### src/rtl/calc_ctrl.sv
// Calculator sequencer: debounces two keys, collects decimal operands and an operator,
// launches the external arithmetic unit and latches its result for the BCD display path.
//
// state    | meaning
// ENTER_A  | building operand A from switch digits
// SEL_OP   | choosing the operator code
// ENTER_B  | building operand B from switch digits
// LAUNCH   | one-cycle alu_start pulse, timeout counter cleared
// WAIT     | waiting for alu_done or timeout expiry
// SHOW     | result displayed; key1 left to the display converter for paging
module calc_ctrl #(
    parameter int DEB_CYCLES = 250000,
    parameter int TIMEOUT    = 1024
) (
    input  logic        CLK,
    input  logic        RST,
    input  logic        key0,
    input  logic        key1,
    input  logic [9:0]  sw,
    input  logic        alu_done,
    input  logic        alu_err,
    input  logic [39:0] alu_result,
    output logic        alu_start,
    output logic [1:0]  alu_op,
    output logic [19:0] op_a,
    output logic [19:0] op_b,
    output logic [1:0]  stage,
    output logic [19:0] data,
    output logic [39:0] result,
    output logic        busy,
    output logic        err
);

    localparam logic [2:0] S_ENTER_A = 3'd0;
    localparam logic [2:0] S_SEL_OP  = 3'd1;
    localparam logic [2:0] S_ENTER_B = 3'd2;
    localparam logic [2:0] S_LAUNCH  = 3'd3;
    localparam logic [2:0] S_WAIT    = 3'd4;
    localparam logic [2:0] S_SHOW    = 3'd5;

    localparam int              DCW     = $clog2(DEB_CYCLES + 1);
    localparam logic [DCW-1:0]  DEB_MAX = DCW'(DEB_CYCLES);
    localparam int              TCW     = $clog2(TIMEOUT + 1);
    localparam logic [TCW-1:0]  TMO_MAX = TCW'(TIMEOUT);
    localparam logic [23:0]     OPND_MAX = 24'd999999;

    // ------------------------------------------------------------------
    // Key conditioning: index 0 = key0 (enter), index 1 = key1 (next)
    // ------------------------------------------------------------------
    logic [1:0]     key_raw;
    logic [1:0]     sync1_q;
    logic [1:0]     sync2_q;
    logic [1:0]     level_q;
    logic [1:0]     press_q;
    logic [DCW-1:0] deb_cnt_q [2];
    logic           p0;
    logic           p1;

    assign key_raw = {key1, key0};

    always_ff @(posedge CLK or posedge RST) begin
        if (RST) begin
            sync1_q <= 2'b11;
            sync2_q <= 2'b11;
            level_q <= 2'b11;
            press_q <= 2'b00;
            for (int k = 0; k < 2; k++) begin
                deb_cnt_q[k] <= '0;
            end
        end else begin
            sync1_q <= key_raw;
            sync2_q <= sync1_q;
            press_q <= 2'b00;
            for (int k = 0; k < 2; k++) begin
                // Any return to the accepted level restarts the stability window.
                if (sync2_q[k] == level_q[k]) begin
                    deb_cnt_q[k] <= '0;
                end else if (deb_cnt_q[k] == DEB_MAX) begin
                    level_q[k]   <= sync2_q[k];
                    deb_cnt_q[k] <= '0;
                    press_q[k]   <= ~sync2_q[k];
                end else begin
                    deb_cnt_q[k] <= deb_cnt_q[k] + 1'b1;
                end
            end
        end
    end

    assign p0 = press_q[0];
    assign p1 = press_q[1];

    // ------------------------------------------------------------------
    // Operand digit entry (shared by A and B)
    // ------------------------------------------------------------------
    logic [2:0]     state_q,  state_d;
    logic [19:0]    op_a_q,   op_a_d;
    logic [19:0]    op_b_q,   op_b_d;
    logic [1:0]     alu_op_q, alu_op_d;
    logic [39:0]    result_q, result_d;
    logic           err_q,    err_d;
    logic           busy_q,   busy_d;
    logic [TCW-1:0] tmo_q,    tmo_d;
    logic [TCW-1:0] tmo_inc;

    logic [19:0]    cur_opnd;
    logic [23:0]    cur_ext;
    logic [23:0]    times10;
    logic [23:0]    cand;
    logic           digit_ok;
    logic [19:0]    entry_next;

    assign cur_opnd = (state_q == S_ENTER_B) ? op_b_q : op_a_q;
    assign cur_ext  = {4'b0000, cur_opnd};
    assign times10  = (cur_ext << 3) + (cur_ext << 1);
    assign cand     = times10 + {20'd0, sw[3:0]};
    assign digit_ok = (sw[3:0] <= 4'd9) && (cand <= OPND_MAX);

    always_comb begin
        entry_next = cur_opnd;
        if (sw[9]) begin
            entry_next = '0;
        end else if (digit_ok) begin
            entry_next = cand[19:0];
        end
    end

    assign tmo_inc = tmo_q + 1'b1;

    // ------------------------------------------------------------------
    // Sequencer
    // ------------------------------------------------------------------
    always_comb begin
        state_d  = state_q;
        op_a_d   = op_a_q;
        op_b_d   = op_b_q;
        alu_op_d = alu_op_q;
        result_d = result_q;
        err_d    = err_q;
        tmo_d    = tmo_q;

        case (state_q)
            S_ENTER_A: begin
                if (p1) begin
                    state_d = S_SEL_OP;
                end else if (p0) begin
                    op_a_d = entry_next;
                end
            end
            S_SEL_OP: begin
                if (p1) begin
                    state_d = S_ENTER_B;
                end else if (p0) begin
                    alu_op_d = sw[1:0];
                end
            end
            S_ENTER_B: begin
                if (p1) begin
                    state_d = S_LAUNCH;
                end else if (p0) begin
                    op_b_d = entry_next;
                end
            end
            S_LAUNCH: begin
                tmo_d   = '0;
                state_d = S_WAIT;
            end
            S_WAIT: begin
                // A done arriving in the expiry cycle takes priority over the timeout.
                if (alu_done) begin
                    result_d = alu_err ? 40'd0 : alu_result;
                    err_d    = alu_err;
                    state_d  = S_SHOW;
                end else begin
                    tmo_d = tmo_inc;
                    if (tmo_inc == TMO_MAX) begin
                        result_d = '0;
                        err_d    = 1'b1;
                        state_d  = S_SHOW;
                    end
                end
            end
            S_SHOW: begin
                if (p0) begin
                    state_d  = S_ENTER_A;
                    op_a_d   = '0;
                    op_b_d   = '0;
                    alu_op_d = 2'b00;
                    result_d = '0;
                    err_d    = 1'b0;
                end
            end
            default: begin
                state_d = S_ENTER_A;
            end
        endcase

        busy_d = (state_d == S_LAUNCH) || (state_d == S_WAIT);
    end

    always_ff @(posedge CLK or posedge RST) begin
        if (RST) begin
            state_q  <= S_ENTER_A;
            op_a_q   <= '0;
            op_b_q   <= '0;
            alu_op_q <= 2'b00;
            result_q <= '0;
            err_q    <= 1'b0;
            busy_q   <= 1'b0;
            tmo_q    <= '0;
        end else begin
            state_q  <= state_d;
            op_a_q   <= op_a_d;
            op_b_q   <= op_b_d;
            alu_op_q <= alu_op_d;
            result_q <= result_d;
            err_q    <= err_d;
            busy_q   <= busy_d;
            tmo_q    <= tmo_d;
        end
    end

    // ------------------------------------------------------------------
    // Outputs
    // ------------------------------------------------------------------
    always_comb begin
        stage = 2'd2;
        data  = op_b_q;
        case (state_q)
            S_ENTER_A: begin
                stage = 2'd0;
                data  = op_a_q;
            end
            S_SEL_OP: begin
                stage = 2'd1;
                data  = {18'd0, alu_op_q};
            end
            S_SHOW: begin
                stage = 2'd3;
            end
            default: begin
                stage = 2'd2;
            end
        endcase
    end

    assign alu_start = (state_q == S_LAUNCH);
    assign alu_op    = alu_op_q;
    assign op_a      = op_a_q;
    assign op_b      = op_b_q;
    assign result    = result_q;
    assign busy      = busy_q;
    assign err       = err_q;

    logic unused_sw;
    assign unused_sw = ^sw[8:4];

endmodule

### config.mk
export PLATFORM = sky130hd
export DESIGN_NAME = calc_ctrl
export DESIGN_NICKNAME = d
export VERILOG_FILES = /design/src/rtl/calc_ctrl.sv
export SDC_FILE = /design/constraint.sdc
export NUM_CORES = 1
export LEC_CHECK = 0
export BUFFER_PORTS_ARGS = -buffer_cell sky130_fd_sc_hd__buf_2
export CAP_MARGIN = 20
export CORE_MARGIN = 1
export CORE_UTILIZATION = 50
export CTS_CLUSTER_DIAMETER = 50
export CTS_CLUSTER_SIZE = 24
export DETAILED_ROUTE_END_ITERATION = 10
export PLACE_DENSITY = 0.73
export SLEW_MARGIN = 20
export SYNTH_ARGS = -nofsm -noshare
export SYNTH_HDL_FRONTEND = slang
export SYNTH_SLANG_ARGS = --single-unit
export TNS_END_PERCENT = 1
### constraint.sdc
create_clock -name CLK -period 5.6 [get_ports CLK]
set_clock_uncertainty 0.1 [all_clocks]
set_input_delay 0.84 -clock CLK [delete_from_list [all_inputs] [get_ports CLK]]
set_output_delay 0.84 -clock CLK [all_outputs]
set_load 0.02 [all_outputs]
==> reports/qor.yml, run 1 <==
period_share_pct: 93.54
slew_violations: 0
status: "finished clean"
ir_drop_v: 0.0002699
final_util_pct: 60.20
ys.flop_type: "dfrtp_1"
crit_arrival_ns: 5.41
initial_utilization_pct: 51.39
cts_hold_buf: 0
io_pins: 163
cts_made_buffers: 17
cp-end-kind: "flip-flop"
ant_nets: 0
finalHoldViolations: 0
yosys_register_bits: 142
crit-reg2reg-launch: "state_q[1]"
layout.cells.non_filler: 1275
netlist_top_cells_area: "dfrtp_1, ha_1, nand2_1"
grt_pass1_vias: 6950
antenna_cells: 0
drt-total-wl_um: 21810
p_per_area_nw_per_um2: 243.4
yosys_warnings: 0
hold_depth: 0
total_power_w: 0.002447
syn_avg_cell_area_um2: 9.484
fillCellCount: 1480
ctsLongestPathBuffers: 2
htree_levels: 4
syn2layout_area_growth_pct: 17.13
synth_edf_count: 0
ff2ff_path_depth: 16
cp_max_fo: 10
min_from: "sync1_q[1]"
whs_endpoint: "sync2_q[1]"
gr-usage-all-layers_pct: 25.08
core_area_um2: 16700
drt_first_pass_iters: 5
max_freq_mhz: 190.9
fin_crit_ns: 5.238
gp_congestion: 0.9091
rrSetupSlack_ns: 0.36
maxSlewHeadroom_pct: 41.80
dp_cells: 1243
dpl_worst_slack_ns: 0.5216
clk_pin_slew_ns: 0.06
drtIter0Drc: 453
finalWorstSetupSlack_ns: 0.3617
p_leak_nw: 4.863
clk_latency_ns: 0.43
io_buffer_count: 157
cts-root-buf: "clkbuf_16"
dp_hpwl_um: 15230
rsz0062_at_grt: "false"
placementRows: 47
wire_per_inst_um: 17.11
yosys.area.top_type_share_pct: 39.65
die_w_um: 133.0
num-nets-final: 1144
die_area_um2: 17690
numClockSinks: 142
layout-drive-gt1-share_pct: 29.38
drc_errors: 0
yosysTopAreaCell: "dfrtp_1"
critPathLaunchType: "flip-flop"
critPathRequiredTime_ns: 5.78
ys_types: 64
antenna_found_initial: 0
r2r-end: "op_a[14]"
avgViaCountPerCell: 5.836
drv_cap: 0
syn_area_um2: 8583
worst_pin_slew_ns: 0.8730
ys_seq_area_share_pct: 41.49
grt.overflow.total: 0
chipHeight_um: 133.0
grt_first_pass_wirelength_um: 35450
setup_viol: 0
fin_tns_setup_ns: 0
critPathKind: "flip-flop to flip-flop"
async_flop_share_pct: 100.0
hp-class: "flip-flop to flip-flop"
netlist_instances: 905
cts_tree: "built"
synth_fp_nets: 1007
via_count: 7441
cts_resized: 0
cts_setup_buffers: 0
grt_max_degree: 101
[cells in the final DEF, fill, tap and decap left out, types with 6 or more instances in the layout]
| cell type | count |
|---|---|
| buf_2 | 157 |
| dfrtp_1 | 136 |
| nand2_1 | 121 |
| and3_1 | 55 |
| o21ai_0 | 54 |
| nor2_1 | 50 |
| ha_1 | 44 |
| a31o_2 | 43 |
| o31ai_1 | 36 |
| nand3_1 | 31 |
| a21oi_1 | 30 |
| xor2_1 | 26 |
| mux2_2 | 21 |
| nor3_1 | 20 |
| xnor2_1 | 20 |
| inv_1 | 17 |
| clkbuf_16 | 17 |
| buf_4 | 14 |
| or3_1 | 12 |
| a21o_1 | 11 |
| nand4_1 | 11 |
| a21oi_2 | 11 |
| nor3_2 | 9 |
| nand2b_1 | 6 |
| a32o_1 | 6 |
| dfstp_2 | 6 |
[worst max-delay path by stage]
stage | start | endpoint | slack, ns | cells past startpoint
after CTS | state_q[1] | op_a[14] | 0.46 | 16
after floorplan | state_q[0] | op_a[10] | 0.69 | 18
after global placement | state_q[1] | op_a[14] | 0.60 | 16
after global routing | state_q[1] | op_a[14] | 0.06 | 16
after detailed placement | state_q[1] | op_a[14] | 0.52 | 16
final | state_q[1] | op_a[14] | 0.36 | 16
[Yosys cell counts, types with 9 or more instances]
| cell | n |
|---|---|
| nor2_1 | 51 |
| inv_1 | 18 |
| clkbuf_1 | 37 |
| dfrtp_1 | 136 |
| nand2_1 | 121 |
| mux2_2 | 21 |
| nand4_1 | 11 |
| o31ai_1 | 36 |
| a21oi_1 | 30 |
| nor3_1 | 20 |
| a21oi_2 | 11 |
| o21ai_0 | 55 |
| or3_1 | 12 |
| nor3_2 | 9 |
| a31o_2 | 43 |
| xor2_1 | 26 |
| nand3_1 | 31 |
| and3_1 | 55 |
| xnor2_1 | 20 |
| a21o_1 | 11 |
| ha_1 | 44 |
[per-stage QoR]
step / hold slack [ns] / cell area (µm²)
after floorplan: 0.2452 / 8583
after global placement: 0.2472 / 9438
after detailed placement: 0.2481 / 9438
after CTS: 0.2535 / 10050
final: 0.2570 / 10050
after global routing: 0.2622 / 10050
[flip-flops by register name, summed over array words and instances, names as in the netlist]
register / cells
result: 40
alu_op: 2
press_q: 2
deb_cnt_q: 36
err: 1
level_q: 2
sync1_q: 2
state_q: 3
busy: 1
sync2_q: 2
op_b: 20
op_a: 20
tmo_q: 11
[per-layer routing]
layer / GRT usage (%) / routed length [µm] / vias up
met1: 34.32 / 9944 / 3630
met4: 6.641 / 228 / 0
met5: 0 / 0 / -
met3: 4.138 / 1219 / 17
met2: 41.22 / 10420 / 221
li1: - / - / 3573
[where the power goes]
group	switching (W)	leakage, nW	internal [W]
clock	0.000448	0.296	0.000725
combinational	0.000127	2.84	0.0000818
sequential	0.0000165	1.72	0.00105
[kinds of logic (layout without fill, tap and decap cells)]
family | count (synthesis) | after routing | synth area share, %
and+or+nand+nor | 345 | 345 | 20.25
AOI/OAI and AO/OA | 229 | 229 | 18.79
DFF | 142 | 142 | 41.49
buffers and inverters | 71 | 221 | 4.563
adders and majority gates | 46 | 46 | 6.881
xor gates and xnor gates | 46 | 46 | 4.694
muxes | 26 | 26 | 3.338
[worst max-delay path, stage by stage (launching register included)]
cell and delay, ns:
dfrtp_1 0.44, nor3b_2 0.47, mux2_2 0.32, inv_1 0.07, fa_1 0.50, inv_1 0.07, fa_1 0.47, a21o_2 0.24
a221o_2 0.40, nand4_1 0.18, nor4b_1 0.30, a311oi_1 0.15, a211oi_1 0.25, nand2_1 0.36, buf_4 0.31, nor3_1 0.34
o31ai_1 0.12
[final cells by class]
| class | instances | area [µm²] | area share (%) |
|---|---|---|---|
| multi-input combinational | 692 | 4638 | 46.14 |
| sequential | 142 | 3561 | 35.42 |
| timing repair buffer | 171 | 890.9 | 8.861 |
| clock buffer | 19 | 452.9 | 4.505 |
| tap | 220 | 275.3 | 2.738 |
| clock inverter | 13 | 162.7 | 1.618 |
| inverter | 18 | 72.57 | 0.7218 |
No activity file was read; power rests on OpenSTA's default activity.
==> run 2: changes to the inputs <==
Settings changed: CORE_ASPECT_RATIO set to 0.7.
==> run 2 against run 1 <==
Compared with the run above:
- wire length increased by 1.8%
- maximum frequency down 0.78%
- power decreased by 0.28%
- die area barely moved
- combinational power up 2%
- worst hold slack worse by 0.0020 ns
- global-route usage up 0.29 points
- via count fell by 0.56%
- critical path type unchanged
- highest routed layer unchanged
==> reports/qor.yml, run 2 (synthesis gave the netlist of run 1 again) <==
initial_utilization_pct: 51.89
chipHeight_um: 111.6
dpl-instance-area_um2: 9437
antenna_found_initial: 0
final_cell_mix: "buf_2, dfrtp_1, nand2_1"
fin_tns_setup_ns: 0
path_cells: "nor3b_2 -> buf_4 -> mux2_2 -> inv_1 -> fa_1 -> inv_1 -> fa_1 -> a21o_2 -> a221o_2 -> a221oi_2 -> o21ai_1 -> xnor2_1 -> nor4_2 -> o21a_1 -> buf_4 -> nor3_1 -> o31ai_1"
grt_first_pass_wirelength_um: 34780
period_share_pct: 94.28
cts-root-buf: "clkbuf_16"
die_area_um2: 17700
syn2layout_area_growth_pct: 17.27
grt.overflow.total: 0
dp_hpwl_um: 15310
dp_cells: 1247
p_leak_nw: 4.865
cts_tree: "built"
critPathLaunchType: "flip-flop"
cts_hold_buf: 0
final_util_pct: 60.85
crit_arrival_ns: 5.51
critPathKind: "flip-flop to flip-flop"
status: "finished clean"
drt_first_pass_iters: 5
cpPeakStageDelay_ns: 0.51
io_pins: 163
slew_violations: 0
ctsLongestPathBuffers: 2
cp_max_fo: 17
layout-drive-gt1-share_pct: 29.45
io_buffer_count: 157
final_common_cell: "buf_2"
total_power_w: 0.002440
placementRows: 39
clk_pin_slew_ns: 0.07
fillCellCount: 1409
antenna_cells: 0
p_per_area_nw_per_um2: 242.4
drt-total-wl_um: 22200
fin_crit_ns: 5.280
rsz0062_at_grt: "false"
die_w_um: 158.6
core_area_um2: 16540
drtIter0Drc: 519
htree_levels: 4
critPathRequiredTime_ns: 5.83
max_freq_mhz: 189.4
crit_path_top_delay_cell: "fa_1"
largest_reg_flops: 40
drc_errors: 0
cts_resized: 0
numClockSinks: 142
maxSlewHeadroom_pct: 36.99
cp-end-kind: "flip-flop"
rrSetupSlack_ns: 0.32
cts_made_buffers: 17
via_count: 7399
ir_drop_v: 0.0001908
clk_latency_ns: 0.43
wire_per_inst_um: 17.33
gp_congestion: 0.9288
avgViaCountPerCell: 5.776
cts_setup_buffers: 0
grt_pass1_vias: 6674
drv_cap: 0
num-nets-final: 1145
finalHoldViolations: 0
worst_pin_slew_ns: 0.9441
gr-usage-all-layers_pct: 25.37
layout.cells.non_filler: 1281
fin_area_um2: 10070
setup_viol: 0
grt_max_degree: 96
hp-class: "flip-flop to flip-flop"
ant_nets: 0
## run 2: report_power, final
group          switching (W)  internal, W
Sequential         0.0000163      0.00105
Clock               0.000491     0.000671
Combinational       0.000130    0.0000834
Total               0.000637      0.00180
## run 2: area by class of cell
type	count	area, µm²	area share, %
clock inverters	15	176.4	1.753
repair buffers	172	910.9	9.049
well taps	225	281.5	2.797
flip-flops and latches	142	3561	35.38
clock buffers	17	425.4	4.226
inverters	18	72.57	0.7209
multi-input cells	692	4638	46.08
## run 2: worst paths after layout
| path | from | endpoint | cells past startpoint |
|---|---|---|---|
| max in group asynchronous | RST | result[35] | 3 |
| setup reg to reg | state_q[1] | op_a[14] | 17 |
| hold / removal | sync1_q[1] | sync2_q[1] | 0 |
| setup / recovery | state_q[1] | op_a[14] | 17 |
| hold reg to reg | sync1_q[1] | sync2_q[1] | 0 |
| min in group asynchronous | RST | result[1] | 2 |
## run 2: routing by layer
layer / track usage, % / part of all wire, % / up-vias / routed length, µm
met1: 39.75 / 51 / 3518 / 11340
met3: 6.306 / 7.6 / 34 / 1684
met2: 33.30 / 39 / 269 / 8733
met4: 8.846 / 2.0 / 0 / 439
met5: 0 / 0 / - / 0
li1: - / - / 3578 / -
## run 2: critical path: cells and delay by family (launching register included)
kind | cells | cell delay, ns
compound gates | 6 | 1.64
fa+ha+maj | 2 | 0.99
simple gates | 3 | 0.86
buf+inv | 4 | 0.70
flops | 1 | 0.46
mux | 1 | 0.27
xor+xnor | 1 | 0.17
## run 2: through the flow
stage               worst slack [ns]  hold slack, ns
finish                        0.3204          0.2550
global route                 0.05290          0.2592
CTS                           0.2427          0.2561
detailed placement            0.3365          0.2468
global placement              0.4535          0.2464
floorplan                     0.6947          0.2452
